--- src/rtl/ctrl_pipe.sv ---
// Control-bundle pipeline: carries decoder EXE/MEM/WB bundles through the
// ID/EX, EX/MEM and MEM/WB registers with bubble insertion and retire/flush stats.
module ctrl_pipe #(
  parameter int CNT_W  = 16,
  parameter int FCNT_W = 8
) (
  input  logic              clk,
  input  logic              rst,
  input  logic [5:0]        exe_in,
  input  logic [5:0]        mem_in,
  input  logic [1:0]        wb_in,
  input  logic              valid_in,
  input  logic              flush,
  input  logic              stall,
  output logic [3:0]        alu_op,
  output logic              imm_sel,
  output logic              mux1_sel,
  output logic              mem_rd,
  output logic              mem_wr,
  output logic [3:0]        br_cond,
  output logic              wb_sel,
  output logic              reg_wrt,
  output logic [CNT_W-1:0]  instret,
  output logic [FCNT_W-1:0] flush_cnt,
  output logic              illegal
);

  function automatic logic [FCNT_W-1:0] sat_inc(input logic [FCNT_W-1:0] v);
    return (&v) ? v : v + {{(FCNT_W-1){1'b0}}, 1'b1};
  endfunction

  logic [5:0]        r_exe_p0;
  logic [5:0]        r_mem_p0;
  logic [1:0]        r_wb_p0;
  logic              r_vld_p0;
  logic [5:0]        r_mem_p1;
  logic [1:0]        r_wb_p1;
  logic              r_vld_p1;
  logic [1:0]        r_wb_p2;
  logic              r_vld_p2;
  logic [CNT_W-1:0]  r_instret;
  logic [FCNT_W-1:0] r_flush_cnt;
  logic              r_illegal;

  logic       w_bad_bundle;
  logic       w_live;
  logic       w_accept;
  logic [5:0] w_exe_clean;

  assign w_bad_bundle = mem_in[5] & mem_in[4];
  // A slot that survives flush/stall and carries a real instruction.
  assign w_live       = valid_in & ~flush & ~stall;
  assign w_accept     = w_live & ~w_bad_bundle;
  // Stores leave the mux1 select undefined; pin it low so it never carries X.
  assign w_exe_clean  = {exe_in[5], exe_in[4] & ~mem_in[4], exe_in[3:0]};

  // ---- ID/EX stage (p0) ----
  always_ff @(posedge clk) begin
    if (rst) begin
      r_exe_p0 <= '0;
      r_mem_p0 <= '0;
      r_wb_p0  <= '0;
      r_vld_p0 <= 1'b0;
    end else if (w_accept) begin
      r_exe_p0 <= w_exe_clean;
      r_mem_p0 <= mem_in;
      r_wb_p0  <= wb_in;
      r_vld_p0 <= 1'b1;
    end else begin
      r_exe_p0 <= '0;
      r_mem_p0 <= '0;
      r_wb_p0  <= '0;
      r_vld_p0 <= 1'b0;
    end
  end

  // ---- EX/MEM stage (p1) and MEM/WB stage (p2): never stall ----
  always_ff @(posedge clk) begin
    if (rst) begin
      r_mem_p1 <= '0;
      r_wb_p1  <= '0;
      r_vld_p1 <= 1'b0;
      r_wb_p2  <= '0;
      r_vld_p2 <= 1'b0;
    end else begin
      r_mem_p1 <= r_mem_p0;
      r_wb_p1  <= r_wb_p0;
      r_vld_p1 <= r_vld_p0;
      r_wb_p2  <= r_wb_p1;
      r_vld_p2 <= r_vld_p1;
    end
  end

  // ---- statistics ----
  always_ff @(posedge clk) begin
    if (rst) begin
      r_instret   <= '0;
      r_flush_cnt <= '0;
      r_illegal   <= 1'b0;
    end else begin
      if (r_vld_p2)
        r_instret <= r_instret + {{(CNT_W-1){1'b0}}, 1'b1};
      if (flush && valid_in)
        r_flush_cnt <= sat_inc(r_flush_cnt);
      if (w_live && w_bad_bundle)
        r_illegal <= 1'b1;
    end
  end

  assign alu_op    = r_exe_p0[3:0];
  assign imm_sel   = r_exe_p0[5];
  assign mux1_sel  = r_exe_p0[4];
  assign mem_rd    = r_mem_p1[5];
  assign mem_wr    = r_mem_p1[4];
  assign br_cond   = r_mem_p1[3:0];
  assign wb_sel    = r_wb_p2[1];
  assign reg_wrt   = r_wb_p2[0] & r_vld_p2;
  assign instret   = r_instret;
  assign flush_cnt = r_flush_cnt;
  assign illegal   = r_illegal;

endmodule
--- config.mk ---
export PLATFORM = sky130hd
export DESIGN_NAME = ctrl_pipe
export DESIGN_NICKNAME = d
export VERILOG_FILES = /design/src/rtl/ctrl_pipe.sv
export SDC_FILE = /design/constraint.sdc
export NUM_CORES = 1
export LEC_CHECK = 0
export CAP_MARGIN = 20
export CORE_ASPECT_RATIO = 1.2
export CORE_MARGIN = 2
export CORE_UTILIZATION = 42
export CTS_CLUSTER_DIAMETER = 100
export DETAILED_ROUTE_END_ITERATION = 12
export GPL_TIMING_DRIVEN = 0
export PLACE_DENSITY = 0.75
export SLEW_MARGIN = 20
export SYNTH_ARGS = -nofsm -noshare
export SYNTH_HDL_FRONTEND = slang
export SYNTH_SLANG_ARGS = --single-unit
export TNS_END_PERCENT = 30
--- constraint.sdc ---
create_clock -name clk -period 1.6 [get_ports clk]
set_clock_uncertainty 0.15 [all_clocks]
set_input_delay 0.4 -clock clk [delete_from_list [all_inputs] [get_ports clk]]
set_output_delay 0.4 -clock clk [all_outputs]
set_load 0.005 [all_outputs]
* After elaboration in Yosys (flattened, before gate mapping)
Cells that the tools add are included.
Operators by class: $lt $le $gt $ge 0, bitwise logic cells 12, add/subtract/negate cells 2, divide/modulo/power cells 0, reduce and logical (&&, ||, !) cells 5, shift-type cells 0, mux-type cells 1, equality and inequality tests 0, multipliers 0
Operators by type and width (number):
- $add 16x1->16 const B | 1
- $add 8x1->8 const B | 1
- $reduce_and 8->1 | 1
- $and 1x1->1 | 6
- $not 1->1 | 6
- $logic_and 1x1->1 | 2
- $reduce_and 2->1 | 1
- $reduce_or 2->1 | 1
- $mux 1 | 1
Storage, ports and cells: input port bits 19, logic and storage cells 32, latch bits 0, memories kept 0, bits in registers 52, output and inout bits 39, bits in read-only memories 0, memory bits (writable) 0

* Longest topological paths before layout
word-level depth 6, gate-level depth with buffers 5, gate-level depth less buffers 5

* Worst setup path after synthesis
Ideal clock, no wire load.
path kind register to register, start reg r_instret[0], in the netlist instret[0], end reg r_instret[14], in the netlist instret[14], data required time 1.322 ns, data arrival time 1.273 ns, period minus slack after synthesis 1.550 ns, cell stages (with the launch flop) 6, library setup time 0.128 ns, path buffers 0, setup slack 0.050 ns, cell sequence dfxtp_1 > ha_1 > nand3_4 > nor4_4 > xnor2_1 > nor2_1
Between the ends: cells in the longest elaborated chain, start to end 1
Ends and longest elaborated chain:
- start: declaration | line 41 | logic [CNT_W-1:0] r_instret;
- start signal: assignment | line 102 | r_instret <= r_instret + {{(CNT_W-1){1'b0}}, 1'b1};
- $add 16x1->16 | line 102
No other way between the ends. A chain may end at the register's enable or synchronous reset.

* Final worst setup path
start in valid_in, end reg r_flush_cnt[2], in the netlist flush_cnt[2]
Between the ends: cells in the longest elaborated chain, start to end 2
Ends and longest elaborated chain:
- start: declaration | line 12 | input logic valid_in,
- $logic_and 1x1->1 | line 103 | if (flush && valid_in)
- $reduce_and 2->1 (no source line)
- end signal: assignment | line 104 | r_flush_cnt <= sat_inc(r_flush_cnt);
- end: declaration | line 42 | logic [FCNT_W-1:0] r_flush_cnt;
No other way between the ends.

==> results.txt <==
The flow ran to the end, and the final reports show no timing, DRC or antenna violations. For this run, the detailed router's first-pass iteration total came to 4. In the final layout, the share of cells above drive strength 1 is 0.279. The worst pin sits at a relative slew slack of 0.656. STA puts the critical path data arrival time at 1.58 ns.

The first-pass GRT wire length came out at around 6.5 mm. The area taken by flip-flops and latches is around 1100 µm². CTS built an H-tree with a depth of 2.

The final number of hold-violating endpoints is 0. TritonCTS built the clock tree. The peak supply drop came out at 0.745 mV. The later-pin clock latency in the skew report is approximately 0.30 ns. Data on the critical path is required at its endpoint by 1.62 ns. When the netlist entered floorplanning its net count stood at approximately 210. Counting the buffers created by CTS gives 5. The standard-cell row count came out at 27. For this run, the leading register cell type out of synthesis is sky130_fd_sc_hd__dfxtp_1. For hold timing, the worst endpoint is r_mem_p1[2]. The number of buffers added on ports came out at 57. The weighted congestion at the end of routability-driven global placement is about 0.75. In this run, placement finished with an instance count of roughly 300.

Setup repair after global routing could not meet its margin everywhere. The remaining antenna violation count after routing came out at 0. The instance count along the most critical hold path came out at 1.

The minimum clock period is 1.56 ns. The tree built by TritonCTS fans out to 52 sinks. The actual slew at the worst max-slew pin came out at around 0.52 ns. The final standard cell count with taps included and fillers excluded came out at 327. The detailed placer's ending HPWL came out at 2.63 mm. The number of flops mapped to enable cells by yosys came out at 0. The final setup violation count came out at 0. The final wirelength came out at approximately 4.0 mm. The floorplan die width is between 60 and 70 µm. The cell accounting for the most synthesized area is sky130_fd_sc_hd__dfxtp_1. The startpoint of the worst setup timing path is valid_in. Counting flops and latches in the post-synthesis netlist gives 52.

The total congestion overflow is 0. The initial cell density of the core came out at 0.430. Along the worst path, the maximum fanout reaches 5. Dividing the detail-routed via count by the number of cells gives 4.81. The core region is 4530 µm². The count of inserted antenna diode cells is 0. In this run the critical register-to-register path is launched from r_vld_p2.

The die extent in y is approximately 79 µm. For this design the top-level I/O count stands at a little under 60. The number of global-route vias before repair is roughly 1.5k. The yosys synthesis warning count is 0.

In this run the static leakage power is 1.30 nW. Summed over all failing endpoints, the final setup total negative slack is 0 ns. The top-area cell type share of the netlist area is 0.535.

The maximum number of pins on one net before global-route repair came out at 18. The combinational fraction of design power is 0.054. The max-cap violation count came out at 0. Hold is met by 0.296 ns. The startpoint identified for the worst hold timing path is r_mem_p0[2]. The launching element type of the critical path is an input pin. The detailed router finished its first iteration with just over 70 violations. The number of unique standard cell types used by synthesis came out at 37. The category of the most critical setup path is in2reg.

The final count of pins violating max slew is 0. The worst hold path belongs to the class reg2reg. Fill cells in the final layout number slightly above 400. Static timing analysis puts the maximum clock frequency at approximately 640 MHz. The proportion of power drawn by the clock network is 0.349. The type of destination of the critical path is a flop. The switching power as a share of total power came out at 0.230. Hold repair after CTS inserted 0 buffers. The residual DRC count came out at 0. In this run the power density over the cells is 744 nW/µm². The average wire per cell in the routed design came out at approximately 12 µm. In this run the cell area measured after placement is between 2000 and 3000 µm². The share of total power dissipated in sequential elements is 0.598.

Of the synthesized area, sequential elements account for 0.535. Counting flops with an async set or reset pin after synthesis yields a share of 0. The final period utilization came out at 0.975.

After clock tree synthesis, the clock-pin slew on the worst setup and hold paths is 0.10 ns. The area overhead of the layout relative to synthesis came out at 49.1%. Setup slack on the worst reg-to-reg path comes out at 0.09 ns. After the last flow step, the layout net total stands at a little under 300.

The capturing point of the worst reg2reg path is instret[15]. Summed over all nets, the switching power comes to 0.000497 W. Cell internal power was estimated by the tool at 0.00166 W. A synthesized cell averages between 10 and 15 µm².

The total standard cell area after synthesis is 1950 µm². Sorting the synthesized cells by area gives the leading types as sky130_fd_sc_hd__dfxtp_1, sky130_fd_sc_hd__and2_1, sky130_fd_sc_hd__nor2_1. The multi-input gate area in the final layout is slightly above 900 µm².

The clock passes through at most 2 buffers. The tree is rooted in a sky130_fd_sc_hd__clkbuf_8. The die covers roughly 5200 µm².

The global-route usage over all layers came out at 0.159. The initial antenna violation count came out at 0. The total non-filler cell area in the finished layout is around 2900 µm².

The instance count of the mapped netlist is between 150 and 200. The total vias in the final route came out at 1574. The depth of the worst register-to-register path is 6.
-- final cells by class --
type                       count  share of cell area
tap                           58              0.0250
inverter                       2             0.00259
buffer                         7              0.0190
multi-input combinational    126               0.314
clock buffer                   5              0.0237
clock inverter                 3             0.00820
timing repair buffer          74               0.226
sequential                    52               0.381
-- per-stage QoR --
stage / power [W] / setup WS [ns] / utilization
floorplan: 0.00138 / 0.0499 / -
global placement: 0.00145 / -0.525 / 0.572
detailed placement: 0.00145 / -0.537 / 0.572
CTS: 0.00218 / -0.119 / 0.624
global route: 0.00224 / -0.0133 / 0.641
finish: 0.00216 / 0.0398 / 0.641
-- critical path, stage by stage --
cell	delay (ns)
sky130_fd_sc_hd__clkdlybuf4s50_1	0.55
sky130_fd_sc_hd__and2_2	0.27
sky130_fd_sc_hd__nand3_1	0.11
sky130_fd_sc_hd__a21oi_1	0.17
sky130_fd_sc_hd__nor3_1	0.07
-- synthesized netlist by cell type (2+ instances only) --
master	instances
sky130_fd_sc_hd__or3_1	2
sky130_fd_sc_hd__xnor2_1	10
sky130_fd_sc_hd__buf_2	2
sky130_fd_sc_hd__and2_1	15
sky130_fd_sc_hd__nor2_1	25
sky130_fd_sc_hd__mux2i_1	3
sky130_fd_sc_hd__nor3_1	7
sky130_fd_sc_hd__ha_1	2
sky130_fd_sc_hd__inv_1	2
sky130_fd_sc_hd__nand3_1	6
sky130_fd_sc_hd__nor2b_1	13
sky130_fd_sc_hd__nand2_1	7
sky130_fd_sc_hd__nor4_2	2
sky130_fd_sc_hd__nand4_1	3
sky130_fd_sc_hd__and4_1	2
sky130_fd_sc_hd__nand4_4	2
sky130_fd_sc_hd__nor4_4	2
sky130_fd_sc_hd__buf_1	2
sky130_fd_sc_hd__xor2_1	6
sky130_fd_sc_hd__clkbuf_1	2
sky130_fd_sc_hd__dfxtp_1	52
sky130_fd_sc_hd__o21ai_0	2
sky130_fd_sc_hd__a21oi_1	4
-- worst max path at each step --
| stage | cells past startpoint | endpoint |
|---|---|---|
| global placement | 4 | instret[10] |
| floorplan | 5 | instret[14] |
| global route | 5 | r_wb_p0[0] |
| CTS | 1 | instret[13] |
| finish | 5 | flush_cnt[2] |
| detailed placement | 4 | instret[11] |
-- metal layers --
| metal | track usage | vias up | share of wire |
|---|---|---|---|
| li1 | - | 792 | - |
| met1 | 0.173 | 731 | 0.42 |
| met2 | 0.281 | 47 | 0.50 |
| met3 | 0.0659 | 4 | 0.067 |
| met4 | 0.0429 | 0 | 0.0087 |
| met5 | 0 | - | 0 |
-- flip-flops by register name, indices dropped and copies added, names as in the netlist --
register   cells
instret       16
flush_cnt      8
r_exe_p0       6
r_mem_p0       6
r_mem_p1       6
r_wb_p0        2
r_wb_p1        2
r_wb_p2        2
illegal        1
r_vld_p0       1
r_vld_p1       1
r_vld_p2       1
-- kinds of logic (layout without fill, tap and decap cells) --
logic type	Yosys count	in the layout	share of synthesized area
flip-flops	52	52	0.535
buffers and inverters	9	91	0.0225
XOR/XNOR	16	16	0.0720
multiplexers	4	4	0.0212
adder cells (fa/ha/maj)	2	2	0.0129
AND/OR/NAND/NOR	92	92	0.296
AO/OA/AOI/OAI	12	12	0.0405
-- placed cells by master (no fill, tap or decap), drive strengths merged, types with 3 or more instances in the layout --
cell / n
a21oi: 4
dlygate4sd2: 37
xnor2: 10
nor3: 7
buf: 21
nor4: 5
nand3: 8
nor2b: 13
dfxtp: 52
nand2: 7
nor2: 25
and2: 15
mux2i: 3
o21ai: 3
nand4: 5
xor2: 6
clkbuf: 9
clkdlybuf4s50: 17
-- power by group through the flow --
stage | Clock [W] | Sequential, W | Combinational, W
floorplan | 0 | 0.00134 | 0.0000341
global placement | 0 | 0.00134 | 0.000107
detailed placement | 0 | 0.00134 | 0.000108
CTS | 0.000777 | 0.00129 | 0.000109
global route | 0.000824 | 0.00129 | 0.000128
finish | 0.000752 | 0.00129 | 0.000116
-- timing repair --
item                                    4_1_cts  5_1_grt
endpoints found under the setup margin       69       25
resized for setup                            87       13
cloned                                        0        1
pin swaps                                     1        3
setup buffers                                13        3
No activity file was read; power rests on OpenSTA's default activity.
